File: src/rtl/gemm_stim_driver_if.sv
// Tile/result bus between the GEMM stimulus driver and the array under test.
//   master (driver): drives A_out, B_out, bias_out, out_valid; samples out_ready,
//                    res_valid, res_data.
//   slave  (array) : the mirror image.
interface gemm_stim_driver_if #(
  parameter int M                 = 1,
  parameter int N                 = 1,
  parameter int K                 = 8,
  parameter int DATA_WIDTH_A      = 8,
  parameter int DATA_WIDTH_B      = 8,
  parameter int DATA_WIDTH_bias   = DATA_WIDTH_B,
  parameter int DATA_WIDTH_output = DATA_WIDTH_B
);
  logic [M*K*DATA_WIDTH_A-1:0]    A_out;
  logic [K*N*DATA_WIDTH_B-1:0]    B_out;
  logic [N*DATA_WIDTH_bias-1:0]   bias_out;
  logic                           out_valid;
  logic                           out_ready;
  logic                           res_valid;
  logic [N*DATA_WIDTH_output-1:0] res_data;

  modport master (
    output A_out, B_out, bias_out, out_valid,
    input  out_ready, res_valid, res_data
  );

  modport slave (
    input  A_out, B_out, bias_out, out_valid,
    output out_ready, res_valid, res_data
  );
endinterface

File: src/rtl/gemm_stim_driver.sv
// Stimulus generator and result compactor for the GEMM array.
// Produces NUM_TILES operand tiles per run (LFSR / ramp / all-ones / hold-last)
// over a valid/ready handshake and folds every result vector into a 32-bit MISR.
//   clk, rst        : clock, synchronous active-high reset
//   start, mode     : run request pulse and generation mode (sampled on start)
//   bus             : tile outputs + handshake, result inputs (master side)
//   busy, done      : run in progress / run complete (sticky)
//   tile_cnt        : tiles accepted in the current run
//   signature       : MISR of absorbed results
//   res_count       : result vectors absorbed, saturating
module gemm_stim_driver #(
  parameter int          M                 = 1,
  parameter int          N                 = 1,
  parameter int          K                 = 8,
  parameter int          DATA_WIDTH_A      = 8,
  parameter int          DATA_WIDTH_B      = 8,
  parameter int          DATA_WIDTH_bias   = DATA_WIDTH_B,
  parameter int          DATA_WIDTH_output = DATA_WIDTH_B,
  parameter int          UPDATE_PERIOD     = M*DATA_WIDTH_A,
  parameter int          NUM_TILES         = 16,
  parameter logic [15:0] SEED_A            = 16'hA5,
  parameter logic [15:0] SEED_B            = 16'h5A,
  parameter logic [15:0] SEED_bias         = 16'hC3
) (
  input  logic        clk,
  input  logic        rst,
  input  logic        start,
  input  logic [1:0]  mode,
  gemm_stim_driver_if.master bus,
  output logic        busy,
  output logic        done,
  output logic [15:0] tile_cnt,
  output logic [31:0] signature,
  output logic [15:0] res_count
);
  localparam int unsigned NA    = M*K;
  localparam int unsigned NB    = K*N;
  localparam int unsigned DWA   = DATA_WIDTH_A;
  localparam int unsigned DWB   = DATA_WIDTH_B;
  localparam int unsigned DWC   = DATA_WIDTH_bias;
  localparam int unsigned DWO   = DATA_WIDTH_output;
  localparam int unsigned GAP_W = (UPDATE_PERIOD > 1) ? $clog2(UPDATE_PERIOD) : 1;

  localparam logic [1:0] MODE_LFSR = 2'd0;
  localparam logic [1:0] MODE_RAMP = 2'd1;
  localparam logic [1:0] MODE_ONES = 2'd2;

  typedef enum logic [2:0] {S_IDLE, S_GEN, S_VALID, S_GAP, S_DONE} state_t;

  state_t            r_state, w_next_state;
  logic              w_start_ok, w_accept, w_last;
  logic [1:0]        r_mode;
  logic [GAP_W-1:0]  r_gap_cnt;
  logic [15:0]       r_lfsr_a [NA];
  logic [15:0]       r_lfsr_b [NB];
  logic [15:0]       r_lfsr_c [N];
  logic [15:0]       w_lfsr_a [NA];
  logic [15:0]       w_lfsr_b [NB];
  logic [15:0]       w_lfsr_c [N];
  logic [NA*DWA-1:0] w_a;
  logic [NB*DWB-1:0] w_b;
  logic [N*DWC-1:0]  w_c;
  logic [31:0]       w_fold;
  logic signed [DWO-1:0] w_res_elem;

  // Galois LFSR, right shift, taps 0xB400
  function automatic logic [15:0] lfsr_step(input logic [15:0] s);
    return s[0] ? ((s >> 1) ^ 16'hB400) : (s >> 1);
  endfunction

  // Per-lane seed; an all-zero lane would lock up, so it is forced to 1
  function automatic logic [15:0] lane_seed(input logic [15:0] base, input int unsigned idx);
    logic [15:0] v;
    v = base ^ 16'(idx);
    return (v == 16'h0000) ? 16'h0001 : v;
  endfunction

  // State register
  always_ff @(posedge clk) begin
    if (rst) r_state <= S_IDLE;
    else     r_state <= w_next_state;
  end

  // Next-state and handshake decode
  always_comb begin
    w_next_state = r_state;
    w_start_ok   = 1'b0;
    w_accept     = 1'b0;
    w_last       = 1'b0;
    case (r_state)
      S_IDLE, S_DONE: begin
        w_next_state = S_IDLE;
        if (start) begin
          w_start_ok   = 1'b1;
          w_next_state = S_GEN;
        end
      end
      S_GEN:   w_next_state = S_VALID;
      S_VALID: begin
        if (bus.out_ready) begin
          w_accept     = 1'b1;
          w_last       = (tile_cnt == 16'(NUM_TILES - 1));
          w_next_state = w_last ? S_DONE : S_GAP;
        end
      end
      S_GAP:   if (r_gap_cnt == GAP_W'(UPDATE_PERIOD - 1)) w_next_state = S_GEN;
      default: w_next_state = S_IDLE;
    endcase
  end

  // Candidate tile; hold-last falls through to the current registers
  always_comb begin
    w_a = bus.A_out;
    w_b = bus.B_out;
    w_c = bus.bias_out;
    for (int i = 0; i < int'(NA); i++) begin
      w_lfsr_a[i] = lfsr_step(r_lfsr_a[i]);
      case (r_mode)
        MODE_LFSR: w_a[i*DWA +: DWA] = DWA'(w_lfsr_a[i]);
        MODE_RAMP: w_a[i*DWA +: DWA] = DWA'(tile_cnt + 16'(i));
        MODE_ONES: w_a[i*DWA +: DWA] = DWA'(1);
        default:   ;
      endcase
    end
    for (int i = 0; i < int'(NB); i++) begin
      w_lfsr_b[i] = lfsr_step(r_lfsr_b[i]);
      case (r_mode)
        MODE_LFSR: w_b[i*DWB +: DWB] = DWB'(w_lfsr_b[i]);
        MODE_RAMP: w_b[i*DWB +: DWB] = DWB'(tile_cnt + 16'(i));
        MODE_ONES: w_b[i*DWB +: DWB] = DWB'(1);
        default:   ;
      endcase
    end
    for (int i = 0; i < N; i++) begin
      w_lfsr_c[i] = lfsr_step(r_lfsr_c[i]);
      case (r_mode)
        MODE_LFSR: w_c[i*DWC +: DWC] = DWC'(w_lfsr_c[i]);
        MODE_RAMP: w_c[i*DWC +: DWC] = DWC'(tile_cnt + 16'(i));
        MODE_ONES: w_c[i*DWC +: DWC] = DWC'(1);
        default:   ;
      endcase
    end
  end

  // XOR of sign-extended result elements
  always_comb begin
    w_fold     = '0;
    w_res_elem = '0;
    for (int n = 0; n < N; n++) begin
      w_res_elem = bus.res_data[n*DWO +: DWO];
      w_fold     = w_fold ^ 32'(w_res_elem);
    end
  end

  // Registered outputs, LFSR lanes and MISR
  always_ff @(posedge clk) begin
    if (rst) begin
      bus.A_out     <= '0;
      bus.B_out     <= '0;
      bus.bias_out  <= '0;
      bus.out_valid <= 1'b0;
      busy          <= 1'b0;
      done          <= 1'b0;
      tile_cnt      <= '0;
      res_count     <= '0;
      signature     <= 32'hFFFF_FFFF;
      r_mode        <= MODE_LFSR;
      r_gap_cnt     <= '0;
      for (int i = 0; i < int'(NA); i++) r_lfsr_a[i] <= lane_seed(SEED_A, i);
      for (int i = 0; i < int'(NB); i++) r_lfsr_b[i] <= lane_seed(SEED_B, i);
      for (int i = 0; i < N; i++)        r_lfsr_c[i] <= lane_seed(SEED_bias, i);
    end else begin
      busy          <= (w_next_state == S_GEN) || (w_next_state == S_VALID) ||
                       (w_next_state == S_GAP);
      bus.out_valid <= (w_next_state == S_VALID);
      r_gap_cnt     <= (r_state == S_GAP) ? r_gap_cnt + GAP_W'(1) : '0;

      if (w_start_ok) begin
        done     <= 1'b0;
        tile_cnt <= '0;
        r_mode   <= mode;
      end
      if (w_accept) tile_cnt <= tile_cnt + 16'd1;
      if (w_accept && w_last) done <= 1'b1;

      if (r_state == S_GEN) begin
        bus.A_out    <= w_a;
        bus.B_out    <= w_b;
        bus.bias_out <= w_c;
        if (r_mode == MODE_LFSR) begin
          r_lfsr_a <= w_lfsr_a;
          r_lfsr_b <= w_lfsr_b;
          r_lfsr_c <= w_lfsr_c;
        end
      end

      // A start in the same cycle as a result clears and drops that result
      if (w_start_ok) begin
        signature <= 32'hFFFF_FFFF;
        res_count <= '0;
      end else if (bus.res_valid) begin
        signature <= {signature[30:0],
                      signature[31] ^ signature[21] ^ signature[1] ^ signature[0]} ^ w_fold;
        if (res_count != 16'hFFFF) res_count <= res_count + 16'd1;
      end
    end
  end
endmodule
File: src/flat_wrapper.sv
// flat-port wrapper written by rule: the top's interface ports become plain ports
module gemm_stim_driver_flat 
#(
  parameter int          M                 = 1,
  parameter int          N                 = 1,
  parameter int          K                 = 8,
  parameter int          DATA_WIDTH_A      = 8,
  parameter int          DATA_WIDTH_B      = 8,
  parameter int          DATA_WIDTH_bias   = DATA_WIDTH_B,
  parameter int          DATA_WIDTH_output = DATA_WIDTH_B,
  parameter int          UPDATE_PERIOD     = M*DATA_WIDTH_A,
  parameter int          NUM_TILES         = 16,
  parameter logic [15:0] SEED_A            = 16'hA5,
  parameter logic [15:0] SEED_B            = 16'h5A,
  parameter logic [15:0] SEED_bias         = 16'hC3
)
  (clk, rst, start, mode, busy, done, tile_cnt, signature, res_count, bus_A_out, bus_B_out, bus_bias_out, bus_out_valid, bus_out_ready, bus_res_valid, bus_res_data);
  gemm_stim_driver_if #(.M(M), .N(N), .K(K), .DATA_WIDTH_A(DATA_WIDTH_A), .DATA_WIDTH_B(DATA_WIDTH_B), .DATA_WIDTH_bias(DATA_WIDTH_bias), .DATA_WIDTH_output(DATA_WIDTH_output)) bus_i ();
  input  logic clk;
  input  logic rst;
  input  logic start;
  input  logic [1:0] mode;
  output logic busy;
  output logic done;
  output logic [15:0] tile_cnt;
  output logic [31:0] signature;
  output logic [15:0] res_count;
  output wire logic [$bits(bus_i.A_out)-1:0] bus_A_out;
  output wire logic [$bits(bus_i.B_out)-1:0] bus_B_out;
  output wire logic [$bits(bus_i.bias_out)-1:0] bus_bias_out;
  output wire logic [$bits(bus_i.out_valid)-1:0] bus_out_valid;
  input wire logic [$bits(bus_i.out_ready)-1:0] bus_out_ready;
  input wire logic [$bits(bus_i.res_valid)-1:0] bus_res_valid;
  input wire logic [$bits(bus_i.res_data)-1:0] bus_res_data;
  assign bus_A_out = bus_i.A_out;
  assign bus_B_out = bus_i.B_out;
  assign bus_bias_out = bus_i.bias_out;
  assign bus_out_valid = bus_i.out_valid;
  assign bus_i.out_ready = bus_out_ready;
  assign bus_i.res_valid = bus_res_valid;
  assign bus_i.res_data = bus_res_data;
  gemm_stim_driver #(.M(M), .N(N), .K(K), .DATA_WIDTH_A(DATA_WIDTH_A), .DATA_WIDTH_B(DATA_WIDTH_B), .DATA_WIDTH_bias(DATA_WIDTH_bias), .DATA_WIDTH_output(DATA_WIDTH_output), .UPDATE_PERIOD(UPDATE_PERIOD), .NUM_TILES(NUM_TILES), .SEED_A(SEED_A), .SEED_B(SEED_B), .SEED_bias(SEED_bias)) u_core (.clk(clk), .rst(rst), .start(start), .mode(mode), .bus(bus_i), .busy(busy), .done(done), .tile_cnt(tile_cnt), .signature(signature), .res_count(res_count));
endmodule
File: config.mk
export PLATFORM = sky130hd
export DESIGN_NAME = gemm_stim_driver_flat
export DESIGN_NICKNAME = d
export VERILOG_FILES = /design/src/rtl/gemm_stim_driver_if.sv /design/src/rtl/gemm_stim_driver.sv /design/src/flat_wrapper.sv
export SDC_FILE = /design/constraint.sdc
export NUM_CORES = 1
export LEC_CHECK = 0
export ABC_CLOCK_PERIOD_IN_PS = 2900
export CAP_MARGIN = 30
export CORE_ASPECT_RATIO = 1.5
export CORE_MARGIN = 1
export CORE_UTILIZATION = 35
export DETAILED_ROUTE_END_ITERATION = 10
export PLACE_DENSITY = 0.62
export SLEW_MARGIN = 20
export SYNTH_ARGS = -nofsm -noshare
export SYNTH_HDL_FRONTEND = slang
export SYNTH_SLANG_ARGS = --single-unit
File: constraint.sdc
create_clock -name clk -period 2.9 [get_ports clk]
set_clock_uncertainty 0.2 [all_clocks]
set_input_delay 0.29 -clock clk [delete_from_list [all_inputs] [get_ports clk]]
set_output_delay 0.29 -clock clk [all_outputs]
set_load 0.01 [all_outputs]
==> metrics, run 1 <==
run status=finished, final reports clean; PortBufs=about 220; Setup CP Type=flip-flop to flip-flop; effective utilization at floorplan=a little over a third; Fin. Hold Viols=0; routability cong.=approximately 0.86; Main synth FF type=dfxtp_1; crit start category=flip-flop; Setup TNS=0 ns; Finished Layout Cells=roughly 3,200; clock network latency to the later pin of the worst-skew pair=about 0.58 ns; Max Cap Violations=0; Least-Margin Pin Slew=approximately 0.87 ns; Hold WC Path Type=input pin to flip-flop; cts hold-fix bufs=2; #FFs+latches synth=about 480; Async S/R FF share, synth=0%; Final setup viols=0; synthesis-to-finish area growth=22.8%; vias per inst=roughly 5.2; Synth top area share=about half; clock share of power=between 30% and 40%; Reg clk slew, reported paths=roughly 0.060 ns; synth top area cells=dfxtp_1 (50%), nand2_1 (12%), a211oi_1 (7.4%); Reg2Reg Launch Point=u_core.tile_cnt[1]; post-synth cell types=56; Final Max Tran Viols=0; final wirelength=58,200 um; syn nets=~2,400; vias post-DR=16,740; Cells after DPL=~3,100; Final Power=16.6 mW; chip height=slightly below 300 um; largest net degree at the start of global routing=137; post-cts gate resize count=0; Syn Std Cell Area=about 20,000 um^2; Sw Ratio=between 20% and 30%; number of global-route vias before repair=16,076; CTS root buf=clkbuf_16; CTS sink count=between 400 and 500; routed length per instance=18.0 um; post-synthesis cell count=between 2,000 and 2,500; HPWL Detailed=between 30,000 and 40,000 um; max_slew headroom=around two fifths; WP data arrival=roughly 3 ns; FILL cells=5,415; Fmax=approximately 380 MHz; Max Buffers Root-to-Sink=3; switching power=roughly 4.5 mW; total clock buffers created by CTS=46; H-tree Lvls=2; syn_area_per_cell=between 8 and 9 um^2; layout cells sized above 1=6.15%; Setup crit start=u_core.tile_cnt[1]; CP Cell Sequence=ha_1 > nor4bb_1 > buf_4 > nand4_1 > or3_1 > a21oi_1; fin nets=about 2,500; first-pass GRT wire length=approximately 91,000 um; gr ovfl total=0; sequential share of the synthesized area=between 40 and 50%; P_leak=roughly 8.4 nW; initial antenna violation count=1; # diodes=0; Post-synth EDFFs=0; setup bufs post-CTS=0; sequential power share=approximately 46%; Crit Path Max Fanout=10; count leader, synth=nand2_1; cell taking the most area after synthesis=dfxtp_1; RSZ-0062 raised after global routing=no; Core Rows=approximately 110; DR pass1 iterations=5; CORE AREA=~55,000 um^2; DIE AREA=roughly 56,000 um^2; Cell Pwr Density=about 700 nW/um^2; TritonCTS clock tree=built; Hold Crit Depth=3; Int Pwr=between 10 and 15 mW; Min Clock Period, post-route=about 2.6 ns; number of DRC markers in iteration 0=about 1,400; DIE WIDTH=roughly 190 um; final antenna-violating net count=0; CP max-delay cell=dfxtp_1; Largest stage delay, worst path=between 0.5 and 0.6 ns; Critical Path RT=3.19 ns; post-route DRC violation count=0; hold wc startpoint=mode[1]; Max VDD drop=~510 uV; final hold slack=0.185 ns; Post-synth top cells=nand2_1 (617), dfxtp_1 (483), a21oi_1 (257); Comb pwr share=~15%; Reg2Reg Depth=6; crit end category=flip-flop; period utilisation layout=around 91%; total global-route track usage=roughly a fifth; num ports=~220; Synth warnings=0
## area by class of cell
cell class | instances | area (um^2) | area share (%)
clock buffer | 65 | 1320 | 5.55
clock inverter | 21 | 324 | 1.36
inverter | 10 | 40.0 | 0.168
multi-input combinational | 1677 | 8840 | 37.1
sequential | 483 | 9670 | 40.5
tap | 695 | 870 | 3.65
timing repair buffer | 279 | 2780 | 11.7
## final timing paths
check,end,slack (ns)
worst min-delay path,u_core.r_mode[1],0.19
worst min register to register,u_core.r_gap_cnt[0],0.24
worst max-delay path,u_core.done,0.25
worst max register to register,u_core.done,0.25
## power by group through the flow
stage / Clock [mW] / Combinational [mW] / Sequential (mW)
6_report: 6.53 / 2.45 / 7.60
5_1_grt: 6.94 / 2.71 / 7.65
4_1_cts: 6.67 / 2.47 / 7.60
3_5_place_dp: 0 / 2.46 / 7.74
3_3_place_gp: 0 / 2.41 / 7.74
2_1_floorplan: 0 / 1.43 / 7.64
## metrics by stage
stage | instance area, um^2 | utilization [%] | setup WS [ns]
after floorplan | 19400 | - | 0.760
after global placement | 22200 | 40.5 | 0.373
after detailed placement | 22200 | 40.5 | 0.343
after CTS | 23800 | 43.5 | 0.294
after global routing | 23800 | 43.5 | 0.0569
final | 23800 | 43.5 | 0.250
## layer usage
metal | part of all wire, % | vias to the layer above | track usage (%)
li1 | - | 8223 | -
met1 | 41 | 7925 | 24.2
met2 | 49 | 465 | 34.8
met3 | 5.1 | 125 | 3.47
met4 | 5.0 | 2 | 10.4
met5 | 0.022 | - | 0
## cells by family after synthesis
family,Yosys count,share of synthesized area (%)
simple gates,1007,22.1
compound gates,534,16.8
flops,483,49.8
buf+inv,218,4.79
xor+xnor,107,4.82
fa+ha+maj,16,1.03
mux,13,0.676
## cells in the final DEF (no fill, tap or decap), types with 9 or more instances in the layout
cell / synthesis / routed
inv_1: 10 / 9
nor3_1: 13 / 13
buf_12: 0 / 11
nand3b_1: 69 / 69
xnor2_1: 102 / 102
nand4_1: 10 / 10
clkbuf_8: 0 / 10
o21ai_0: 49 / 49
nand2_1: 617 / 617
nand3_1: 12 / 12
clkinv_2: 0 / 10
mux2i_1: 12 / 12
ha_1: 16 / 16
nor2_1: 232 / 231
clkbuf_16: 0 / 46
clkdlybuf4s50_1: 0 / 215
dfxtp_1: 483 / 483
a211oi_1: 191 / 191
clkbuf_1: 112 / 9
buf_4: 1 / 49
a21oi_1: 257 / 257
## registers in the layout, indices dropped and copies added, names as in the netlist, 8 cells and up
signal and count:
u_core.r_lfsr_a 128, u_core.r_lfsr_b 128, u_core.bus.A_out 64, u_core.bus.B_out 64, u_core.signature 32, u_core.r_lfsr_c 16, u_core.res_count 16, u_core.tile_cnt 16
u_core.bus.bias_out 8
## worst max-delay path, delay by kind of cell, from the launching register on
kind	cells	cell delay (ns)
simple gates	3	1.09
flops	1	0.54
fa+ha+maj	1	0.39
buf+inv	1	0.20
compound gates	1	0.16
Note: power is estimated with default switching activity, not from simulation.
==> run 2: changes to the inputs <==
--- a/config.mk
+++ b/config.mk
@@ -12,6 +12,7 @@
 export CORE_UTILIZATION = 35
 export DETAILED_ROUTE_END_ITERATION = 10
 export PLACE_DENSITY = 0.62
+export REMOVE_ABC_BUFFERS = 1
 export SLEW_MARGIN = 20
 export SYNTH_ARGS = -nofsm -noshare
 export SYNTH_HDL_FRONTEND = slang
==> metrics, run 2 (synthesis results as in run 1) <==
run status=finished, final reports clean (unchanged); Setup TNS=0 ns (unchanged); Final Cell Area=23,700 um^2 (was 23,800 um^2); final antenna-violating net count=0 (unchanged); Reg clk slew, reported paths=0.07 ns (was 0.06 ns); chip height=291 um (unchanged); Final Power=16.2 mW (was 16.6 mW); hold wc startpoint=mode[1] (unchanged); HPWL Detailed=35,600 um (was 39,900 um); FILL cells=5,400 (was 5,415); PortBufs=217 (unchanged); final hold slack=0.122 ns (was 0.185 ns); Core Rows=105 (unchanged); post-route DRC violation count=0 (unchanged); Multi-input gate area=8850 um^2 (was 8840 um^2); Setup crit start=u_core.tile_cnt[1] (unchanged); clock network latency to the later pin of the worst-skew pair=0.58 ns (about the same); Setup CP Type=flip-flop to flip-flop (unchanged); initial antenna violation count=0 (was 1); CTS sink count=483 (unchanged); clock share of power=38.6% (was 39.4%); total global-route track usage=18.4% (was 20.3%); post-cts gate resize count=0 (unchanged); cts hold-fix bufs=2 (unchanged); setup bufs post-CTS=0 (unchanged); Reg area=9670 um^2 (unchanged); crit end category=flip-flop (unchanged); max_slew headroom=48.4% (was 41.2%); Final setup viols=0 (unchanged); crit start category=flip-flop (unchanged); Fin. Hold Viols=0 (unchanged); Max Cap Violations=0 (unchanged); Max Buffers Root-to-Sink=3 (unchanged); DIE WIDTH=194 um (unchanged); # diodes=0 (unchanged); vias per inst=5.11 (was 5.18); Int Pwr=11.8 mW (was 12.1 mW); Comb pwr share=14.8% (was 14.7%); num ports=218 (unchanged); Hold WC Path Type=input pin to flip-flop (unchanged); CORE AREA=54,800 um^2 (unchanged); Least-Margin Pin Slew=0.775 ns (was 0.873 ns); number of global-route vias before repair=15,688 (was 16,076); Reg2Reg Launch Point=u_core.tile_cnt[1] (unchanged); Crit Path Max Fanout=10 (unchanged); P_leak=8.32 nW (was 8.42 nW); WP data arrival=2.65 ns (was 2.94 ns); fin nets=2,514 (was 2,528); commonest non-fill, non-tap cell in the layout=nand2_1 (unchanged); layout cells sized above 1=5.64% (was 6.15%); synthesis-to-finish area growth=22.1% (was 22.8%); vias post-DR=16,411 (was 16,740); dpl cell area=22,100 um^2 (was 22,200 um^2); first-pass GRT wire length=84,600 um (was 91,000 um); routed length per instance=16.5 um (was 18.0 um); most frequent cells in the layout=nand2_1 (617), dfxtp_1 (483), a21oi_1 (257) (unchanged); Min Clock Period, post-route=2.42 ns (was 2.65 ns); Final Max Tran Viols=0 (unchanged); TritonCTS clock tree=built (unchanged); H-tree Lvls=2 (unchanged); total clock buffers created by CTS=47 (was 46); Sw Ratio=27.1% (was 27.0%); Cell Pwr Density=683 nW/um^2 (was 695 nW/um^2); largest net degree at the start of global routing=141 (was 137); sequential power share=46.6% (was 45.8%); RSZ-0062 raised after global routing=no (unchanged); post-layout util=43.3% (was 43.5%); number of DRC markers in iteration 0=995 (was 1,399); gr ovfl total=0 (unchanged); final wirelength=53,000 um (was 58,200 um); CTS root buf=clkbuf_16 (unchanged); DR pass1 iterations=5 (unchanged); Critical Path RT=3.13 ns (was 3.19 ns); routability cong.=0.851 (was 0.857); biggest regs=u_core.r_lfsr_a: 128 flops, u_core.r_lfsr_b: 128 flops (unchanged); Max VDD drop=419 uV (was 509 uV); DIE AREA=56,500 um^2 (unchanged); switching power=4.40 mW (was 4.47 mW); period utilisation layout=83.6% (was 91.4%); Fmax=412 MHz (was 377 MHz); effective utilization at floorplan=35.5% (unchanged)
==> run 2: worst paths after layout <==
kind	end	slack [ns]	cells after the start
hold reg to reg	u_core.r_gap_cnt[0]	0.23	1
hold / removal	u_core.r_mode[1]	0.12	3
setup / recovery	u_core.bus.A_out[63]	0.48	6
setup reg to reg	u_core.bus.A_out[63]	0.48	6
==> run 2: stage by stage <==
stage	instances	worst slack [ns]
4_1_cts	3211	0.473
3_5_place_dp	3127	0.486
6_report	3211	0.475
5_1_grt	3211	0.293
2_1_floorplan	2170	-15.86
3_3_place_gp	3127	0.571
==> run 2: area by class of cell <==
cell class                 instances  area share, %
clock inverter                    17          0.781
multi-input combinational       1677           37.3
timing repair buffer             264           11.4
tap                              695           3.67
clock buffer                      65           5.85
inverter                          10          0.169
sequential                       483           40.8
==> run 2: critical path, stage by stage (launching register included) <==
cell,delay [ns]
dfxtp_1,0.53
inv_1,0.20
ha_1,0.23
a21boi_0,0.43
nor2_1,0.10
mux2i_1,0.42
a211oi_1,0.16
==> run 2: power groups by stage <==
stage / sequential [mW] / clock (mW) / combinational [mW]
finish: 7.55 / 6.25 / 2.40
global route: 7.61 / 6.65 / 2.66
CTS: 7.56 / 6.41 / 2.43
detailed placement: 7.70 / 0 / 2.41
global placement: 7.69 / 0 / 2.37
floorplan: 7.68 / 0 / 1.47
==> run 2: per-layer routing <==
layer / wire (um) / vias to the layer above / global-route usage (%)
met5: 0 / - / 0
met4: 1720 / 0 / 7.05
met3: 2570 / 80 / 3.09
met2: 26100 / 362 / 32.1
met1: 22500 / 7774 / 22.5
li1: - / 8195 / -
